[src/rtl/softmax_argmax_decoder.sv]
// softmax_argmax_decoder: captures a softmax probability vector, scans it one
// class per cycle for the arg-max and presents the result on a valid/ready port.
// Ports: clk, rst (sync, active-high), softmax_in/in_valid (vector capture),
//   result_valid/result_ready (handshake), class_idx, confidence, low_conf,
//   margin (top-1 minus top-2), overrun_err (sticky dropped-vector flag).
// Build option: define SOFTMAX_DECODER_TOP2_MARGIN_EN to track the second-best
//   probability and drive margin; otherwise margin is tied to 0.
module softmax_argmax_decoder #(
    parameter int                N_CLASSES   = 10,
    parameter int                DATA_W      = 16,
    parameter logic [DATA_W-1:0] CONF_THRESH = 16'h0080
) (
    input  logic                        clk,
    input  logic                        rst,
    input  logic [N_CLASSES*DATA_W-1:0] softmax_in,
    input  logic                        in_valid,
    output logic                        result_valid,
    input  logic                        result_ready,
    output logic [3:0]                  class_idx,
    output logic [DATA_W-1:0]           confidence,
    output logic                        low_conf,
    output logic [DATA_W-1:0]           margin,
    output logic                        overrun_err
);

    localparam logic [3:0] LAST_IDX = 4'(N_CLASSES - 1);

    typedef enum logic [1:0] {IDLE, SCAN, OUT} state_t;

    state_t            state;
    logic [DATA_W-1:0] vec_q [N_CLASSES];
    logic [3:0]        count;
    logic [DATA_W-1:0] best_val;
    logic [3:0]        best_idx;

    logic [DATA_W-1:0] x;
    logic              take;
    logic [DATA_W-1:0] nxt_best;
    logic [3:0]        nxt_idx;
    logic              load;

`ifdef SOFTMAX_DECODER_TOP2_MARGIN_EN
    logic [DATA_W-1:0] second_val;
    logic [DATA_W-1:0] nxt_second;
`endif

    // A new vector is taken when idle, or when the held result is accepted
    // in the same cycle (back-to-back capture).
    assign load = in_valid &&
                  ((state == IDLE) || ((state == OUT) && result_ready));

    // Running arg-max step; strict compare keeps the lower index on ties.
    always_comb begin
        x        = vec_q[count];
        take     = (x > best_val);
        nxt_best = take ? x : best_val;
        nxt_idx  = take ? count : best_idx;
`ifdef SOFTMAX_DECODER_TOP2_MARGIN_EN
        // An element equal to the best lands in second, so a top tie gives 0.
        nxt_second = take ? best_val
                          : ((x > second_val) ? x : second_val);
`endif
    end

    always_ff @(posedge clk) begin
        if (load) begin
            for (int k = 0; k < N_CLASSES; k++) begin
                vec_q[k] <= softmax_in[k*DATA_W +: DATA_W];
            end
        end
    end

    always_ff @(posedge clk) begin
        if (rst) begin
            state        <= IDLE;
            count        <= '0;
            best_val     <= '0;
            best_idx     <= '0;
            result_valid <= 1'b0;
            class_idx    <= '0;
            confidence   <= '0;
            low_conf     <= 1'b0;
            overrun_err  <= 1'b0;
`ifdef SOFTMAX_DECODER_TOP2_MARGIN_EN
            second_val   <= '0;
            margin       <= '0;
`endif
        end else begin
            if (load) begin
                count    <= '0;
                best_val <= '0;
                best_idx <= '0;
`ifdef SOFTMAX_DECODER_TOP2_MARGIN_EN
                second_val <= '0;
`endif
            end
            unique case (state)
                IDLE: begin
                    if (in_valid) state <= SCAN;
                end
                SCAN: begin
                    if (in_valid) overrun_err <= 1'b1;
                    best_val <= nxt_best;
                    best_idx <= nxt_idx;
`ifdef SOFTMAX_DECODER_TOP2_MARGIN_EN
                    second_val <= nxt_second;
`endif
                    if (count == LAST_IDX) begin
                        state        <= OUT;
                        result_valid <= 1'b1;
                        class_idx    <= nxt_idx;
                        confidence   <= nxt_best;
                        low_conf     <= (nxt_best < CONF_THRESH);
`ifdef SOFTMAX_DECODER_TOP2_MARGIN_EN
                        margin       <= nxt_best - nxt_second;
`endif
                    end else begin
                        count <= count + 4'd1;
                    end
                end
                OUT: begin
                    if (result_ready) begin
                        state        <= in_valid ? SCAN : IDLE;
                        result_valid <= 1'b0;
                        class_idx    <= '0;
                        confidence   <= '0;
                        low_conf     <= 1'b0;
`ifdef SOFTMAX_DECODER_TOP2_MARGIN_EN
                        margin       <= '0;
`endif
                    end else if (in_valid) begin
                        overrun_err <= 1'b1;
                    end
                end
                default: state <= IDLE;
            endcase
        end
    end

`ifndef SOFTMAX_DECODER_TOP2_MARGIN_EN
    assign margin = '0;
`endif

endmodule

[config.mk]
export PLATFORM = sky130hd
export DESIGN_NAME = softmax_argmax_decoder
export DESIGN_NICKNAME = d
export VERILOG_FILES = /design/src/rtl/softmax_argmax_decoder.sv
export SDC_FILE = /design/constraint.sdc
export NUM_CORES = 1
export LEC_CHECK = 0
export CAP_MARGIN = 0
export CORE_UTILIZATION = 35
export DETAILED_ROUTE_END_ITERATION = 8
export DONT_BUFFER_PORTS = 1
export PLACE_DENSITY = 0.45
export SYNTH_ARGS = -nofsm -noshare
export SYNTH_HDL_FRONTEND = slang
export SYNTH_SLANG_ARGS = --single-unit
[constraint.sdc]
create_clock -name clk -period 13.26 [get_ports clk]
set_input_delay 2.652 -clock clk [delete_from_list [all_inputs] [get_ports clk]]
set_output_delay 2.652 -clock clk [all_outputs]
set_load 0.01 [all_outputs]
---- Word level (Yosys, flattened, before mapping) ----
Memories as Yosys holds them, arrays and structs flattened. A register that Yosys moved wholly into a read port is not among the register bits.
Cells that the tools add are included.
word-level totals
  memories ................................ 1
  bits of input ports ..................... 164
  output and inout bits ................... 39
  logic and storage cells ................. 60
  bits in registers ....................... 49
  bits in writable memories ............... 160
operators by class
  $lt $le $gt $ge ......................... 2
  mux-type cells .......................... 31
  eq/ne operators ......................... 7
  add/subtract/negate cells ............... 1
  reductions and logical operators ........ 9
memory list
  memory  words  width  rd ports  clocked after memory_dff  wr ports  RTL line  RTL
  vec_q   10     16     1         1                         10        31        logic [DATA_W-1:0] vec_q [N_CLASSES];
operators by type and width
  kind                   number
  $mux W16               5
  $mux W4                9
  $pmux W16 S2           1
  $gt A16 B16 Y1         1
  $lt A16 B8 Y1 const B  1
  $mux W1                8
  $ne A2 B2 Y1 const B   4
  $pmux W4 S2            1
  $mux W2                3
  $pmux W1 S2            3
  $pmux W2 S3            1
  $reduce_and A3 Y1      2
  $add A4 B1 Y4 const B  1
  $eq A4 B4 Y1 const B   1
  $reduce_bool A2 Y1     2
  $eq A2 B1 Y1 const B   1
  $eq A2 B2 Y1 const B   1
  $logic_and A1 B1 Y1    2
  $logic_not A2 Y1       1
  $reduce_and A2 Y1      1
  $logic_or A1 B1 Y1     1

---- Longest topological paths before layout ----
  word-level depth ........................ 8
  gate-level depth with buffers ........... 16
  depth with buffers taken out ............ 12

---- Least setup slack after synthesis ----
Ideal clock, no wire load.
  path kind ............................... input-to-reg
  start ................................... input port result_ready
  end ..................................... register best_val[10]
  cell stages on the path ................. 7
  data required time ...................... 13.128 ns
  path slack .............................. 6.278 ns
  setup time .............................. 0.132 ns
  data arrival time ....................... 6.850 ns
  cells stage by stage .................... nand2b_1 nand3b_1 inv_1 nor2_1 clkbuf_1 o21ai_0 a21oi_1
between the ends
  cells in the longest elaborated chain, start to end .. 4
RTL lines
  item                          RTL line  RTL
  start: declaration            18        input logic result_ready,
  $logic_and A1 B1 Y1           50        ((state == IDLE) || ((state == OUT) && result_ready));
  $logic_or A1 B1 Y1            50
  $logic_and A1 B1 Y1           49        assign load = in_valid &&
  net load                      40        logic load;
  $reduce_bool A2 Y1 (no line)  n/a
  end signal: assignment        103       best_val <= nxt_best;
  end: declaration              33        logic [DATA_W-1:0] best_val;
The timed path passes the listed nets, and every way through them passes these cells.
A chain may end at the register's enable or synchronous reset.

==> key figures <==
Drt
  – Final ANT Viol Nets: 0
  – Routed wl met3: approximately 1400 um
  – Met1 WL: 8306 um
  – Max Used Layer: met5
  – DRC viols: 0
  – Detailed Route Iter0 Violations: roughly 390
  – Routed WL: ~19000 um
  – WL per Instance: approximately 20 um
  – Vias/cell: between 5 and 6
  – Met2 routed WL: around 9000 um
  – Via Count: roughly 5000
  – Initial DRT Pass Iterations: 4

Worst hold path
  – Hold path startpoint: best_idx[0]$_SDFFE_PP0P_
  – Worst Hold Depth: 2
  – Hold endpoint: best_idx[0]$_SDFFE_PP0P_
  – Hold Crit Class: flop to flop

Logic synthesis
  – Largest family of logic cells by synthesized area: compound AO/OA/AOI/OAI gates
  – Mux cell area share after synthesis: 9.489%
  – Synth Area in Simple Gates: between 7 and 8%
  – Synthesized area per cell: roughly 14 um2
  – Synth Instances: between 600 and 700
  – Post-Synth XOR/XNOR Area: 0%
  – Syn Std Cell Area: roughly 8900 um2
  – Async S/R FF share, synth: 0%
  – Top cell type's share of synthesized area: between 50% and 60%
  – Primary FF master, synth: edfxtp_1
  – Ys Warns: 0
  – Distinct cells, synth: 57
  – Synth Area in Compound Gates: 10.19%
  – Post-synth top area cell: edfxtp_1
  – Post-synth EDFFs: 160
  – Ranking of synthesized cells by area: edfxtp_1, dfxtp_1, mux4_2
  – Synth Register Bits: roughly 210
  – Synth Area in Adders: under 10%
  – Register area share after synthesis: between 60% and 70%

Placement
  – Cell Area, Placed: 9040 um2
  – Port buffer count: 0
  – Pre-CTS setup slack: between 7000 and 8000 ps
  – Gpl congestion: about 0.75
  – Dpl hpwl: approximately 13000 um

Floorplan
  – DIE HEIGHT: 161.6 um
  – I/O pin count: 203
  – Die ar.: roughly 26000 um2
  – Initial core utilization: a little over a third
  – Num rows: just under 60
  – Die Wd: between 150 and 200 um
  – Core Region: 25110 um2

Critical path
  – Startpoint Class: input port
  – CP Class: input port to flop
  – Setup crit end kind: flop
  – Worst endpoint data arrival time: about 5000 ps
  – RR Endpoint: confidence[1]$_SDFFE_PP0P_
  – Largest fanout on the critical path: a little over 80
  – Worst setup path start: result_ready
  – Worst path max stage delay: between 800 and 900 ps
  – Critical path's slowest cell: buf_4
  – Worst r2r src: count[1]$_SDFF_PP0_
  – Worst path cell trace: nand2b_1 > nand3b_1 > inv_6 > buf_4
  – R2R setup slack: 8470 ps
  – R2R depth: 11
  – Worst path required time: 13390 ps

Timing
  – Clock skew: between 9 and 10 ps
  – Tightest Pin Transition: between 900 and 1000 ps
  – Fmax achieved: between 200 and 250 MHz
  – Final Hold Slack: around 440 ps
  – Period utilization: a little under two fifths
  – Relative slew slack: between 30% and 40%
  – Final Hold Fails: 0
  – RSZ-0062 raised after global routing: no
  – Max-slew violation count: 0
  – Tmin final: between 4000 and 5000 ps
  – Final setup vio count: 0
  – Final worst setup slack: about 8400 ps
  – Final setup TNS: 0 ps

Clock tree
  – TritonCTS clock tree: done
  – Clock tree root buffer cell: clkbuf_16
  – Worst skew pair latency: 510 ps
  – H-Tree Depth: 1
  – Hold-fix buffers, CTS: 0
  – # Post-CTS Setup Buffers: 0
  – Clock sink total: approximately 210
  – CTS Buf Count: 24
  – Cts repair resizes: 0
  – Reg clk slew, reported paths: 60 ps
  – Max clock buf depth: 3

Final layout
  – Area Overhead vs Synth: 10.43%
  – Finished layout cell area: between 9000 and 10000 um2
  – Share of cells above drive strength 1: a little over an eighth
  – Nets: 790
  – Fin util: between 30% and 40%
  – Filler cells: ~2400

Power and ir drop
  – Net Sw Frac: between 20% and 30%
  – Clock power share: 42.8%
  – P_sw: around 340 uW
  – Seq pwr share: around half
  – Leakage: 3.157 nW
  – Worst vdd ir: 104.6 uV
  – Pwr dens: 156.4 nW/um2
  – Comb power frac: under 10%
  – Pint: 1.199 mW

Global routing
  – First-pass GRT wire length: roughly 29000 um
  – GR Util All Layers: ~14%
  – Number of global-route vias before repair: 4966
  – Initial antenna violation count: 2
  – Largest net degree at the start of global routing: 83
  – Total grt overflow: 0

Status
  – Outcome: finished, final reports clean

Job
  – MaxCap Viol Count: 0
## worst max-delay path: cells and delay by family
kind                   cells  cell delay [ps]
buffers and inverters      2             1610
AND/OR/NAND/NOR            2              580
## power groups by stage
| stage | Sequential, mW | Clock [mW] | Combinational, mW |
|---|---|---|---|
| global route | 0.763 | 0.702 | 0.135 |
| floorplan | 0.772 | 0 | 0.104 |
| detailed placement | 0.774 | 0 | 0.121 |
| global placement | 0.772 | 0 | 0.119 |
| finish | 0.760 | 0.659 | 0.121 |
| CTS | 0.760 | 0.680 | 0.122 |
## per-layer routing
metal | vias up | global-route usage [%]
li1 | 2349 | -
met1 | 2446 | 18.57
met2 | 181 | 23.49
met3 | 34 | 4.289
met4 | 2 | 4.117
met5 | - | 0
## registers in the layout (all words and copies together) (netlist names)
name,cells
confidence,16
state,2
count,4
low_conf,1
class_idx,4
best_idx,4
best_val,16
overrun_err,1
vec_q,160
result_valid,1
## how the worst max path moves through the flow
stage	depth (start not counted)	slack, ps	endpoint
detailed placement	4	7850	vec_q[9][5]$_DFFE_PP_
global placement	4	7960	vec_q[8][4]$_DFFE_PP_
finish	4	8380	vec_q[8][3]$_DFFE_PP_
global route	11	8140	confidence[1]$_SDFFE_PP0P_
floorplan	7	6280	best_val[10]$_SDFFE_PP0P_
CTS	11	8380	confidence[1]$_SDFFE_PP0P_
## layout by cell type (no fill, tap or decap), drive strengths merged, types with 3 or more instances in the layout
cell / netlist / final
a21oi: 74 / 74
nor4: 5 / 5
a211oi: 15 / 15
a22oi: 16 / 16
or3: 3 / 3
nand2: 21 / 21
mux4: 32 / 32
nor2b: 11 / 11
inv: 17 / 17
a21boi: 7 / 7
o21ai: 34 / 34
dfxtp: 49 / 49
nand4: 4 / 4
mux2i: 8 / 8
nand3: 33 / 33
buf: 33 / 7
conb: 1 / 16
clkinv: 0 / 4
and3: 9 / 9
ha: 18 / 18
edfxtp: 160 / 160
nor2: 9 / 9
nor3: 13 / 13
clkbuf: 23 / 37
## stage by stage
step | power (mW) | instances
floorplan | 0.8765 | 632
global placement | 0.8915 | 912
detailed placement | 0.8956 | 912
CTS | 1.562 | 956
global route | 1.600 | 957
finish | 1.540 | 957
## synth_stat cells, types with 9 or more instances
cell,instances
a211oi_1,14
nand2_1,20
nor3_1,13
mux4_2,23
o21ai_0,33
nor2b_1,11
a21oi_1,72
nand3_1,33
ha_1,18
and3_1,9
clkbuf_1,20
buf_4,16
edfxtp_1,160
inv_1,17
mux4_1,9
a22oi_1,15
dfxtp_1,49
## cell type report
cell class              count  area (um2)  area share [%]
well taps                 330       412.9           4.195
flip-flops and latches    209        5789           58.82
inverters                  17       68.82          0.6991
clock inverters             7       88.84          0.9025
repair buffers              7       52.55          0.5339
diodes                      1       2.502         0.02542
multi-input cells         349        2716           27.60
clock buffers              37       711.9           7.233
## logic make-up (layout without fill, tap and decap cells)
logic type,Yosys count,count (layout)
other cells,1,17
mux,41,41
fa+ha+maj,18,18
compound gates,154,154
simple gates,120,120
flops,209,209
buf+inv,74,68
(Power assumes the default switching activity.)
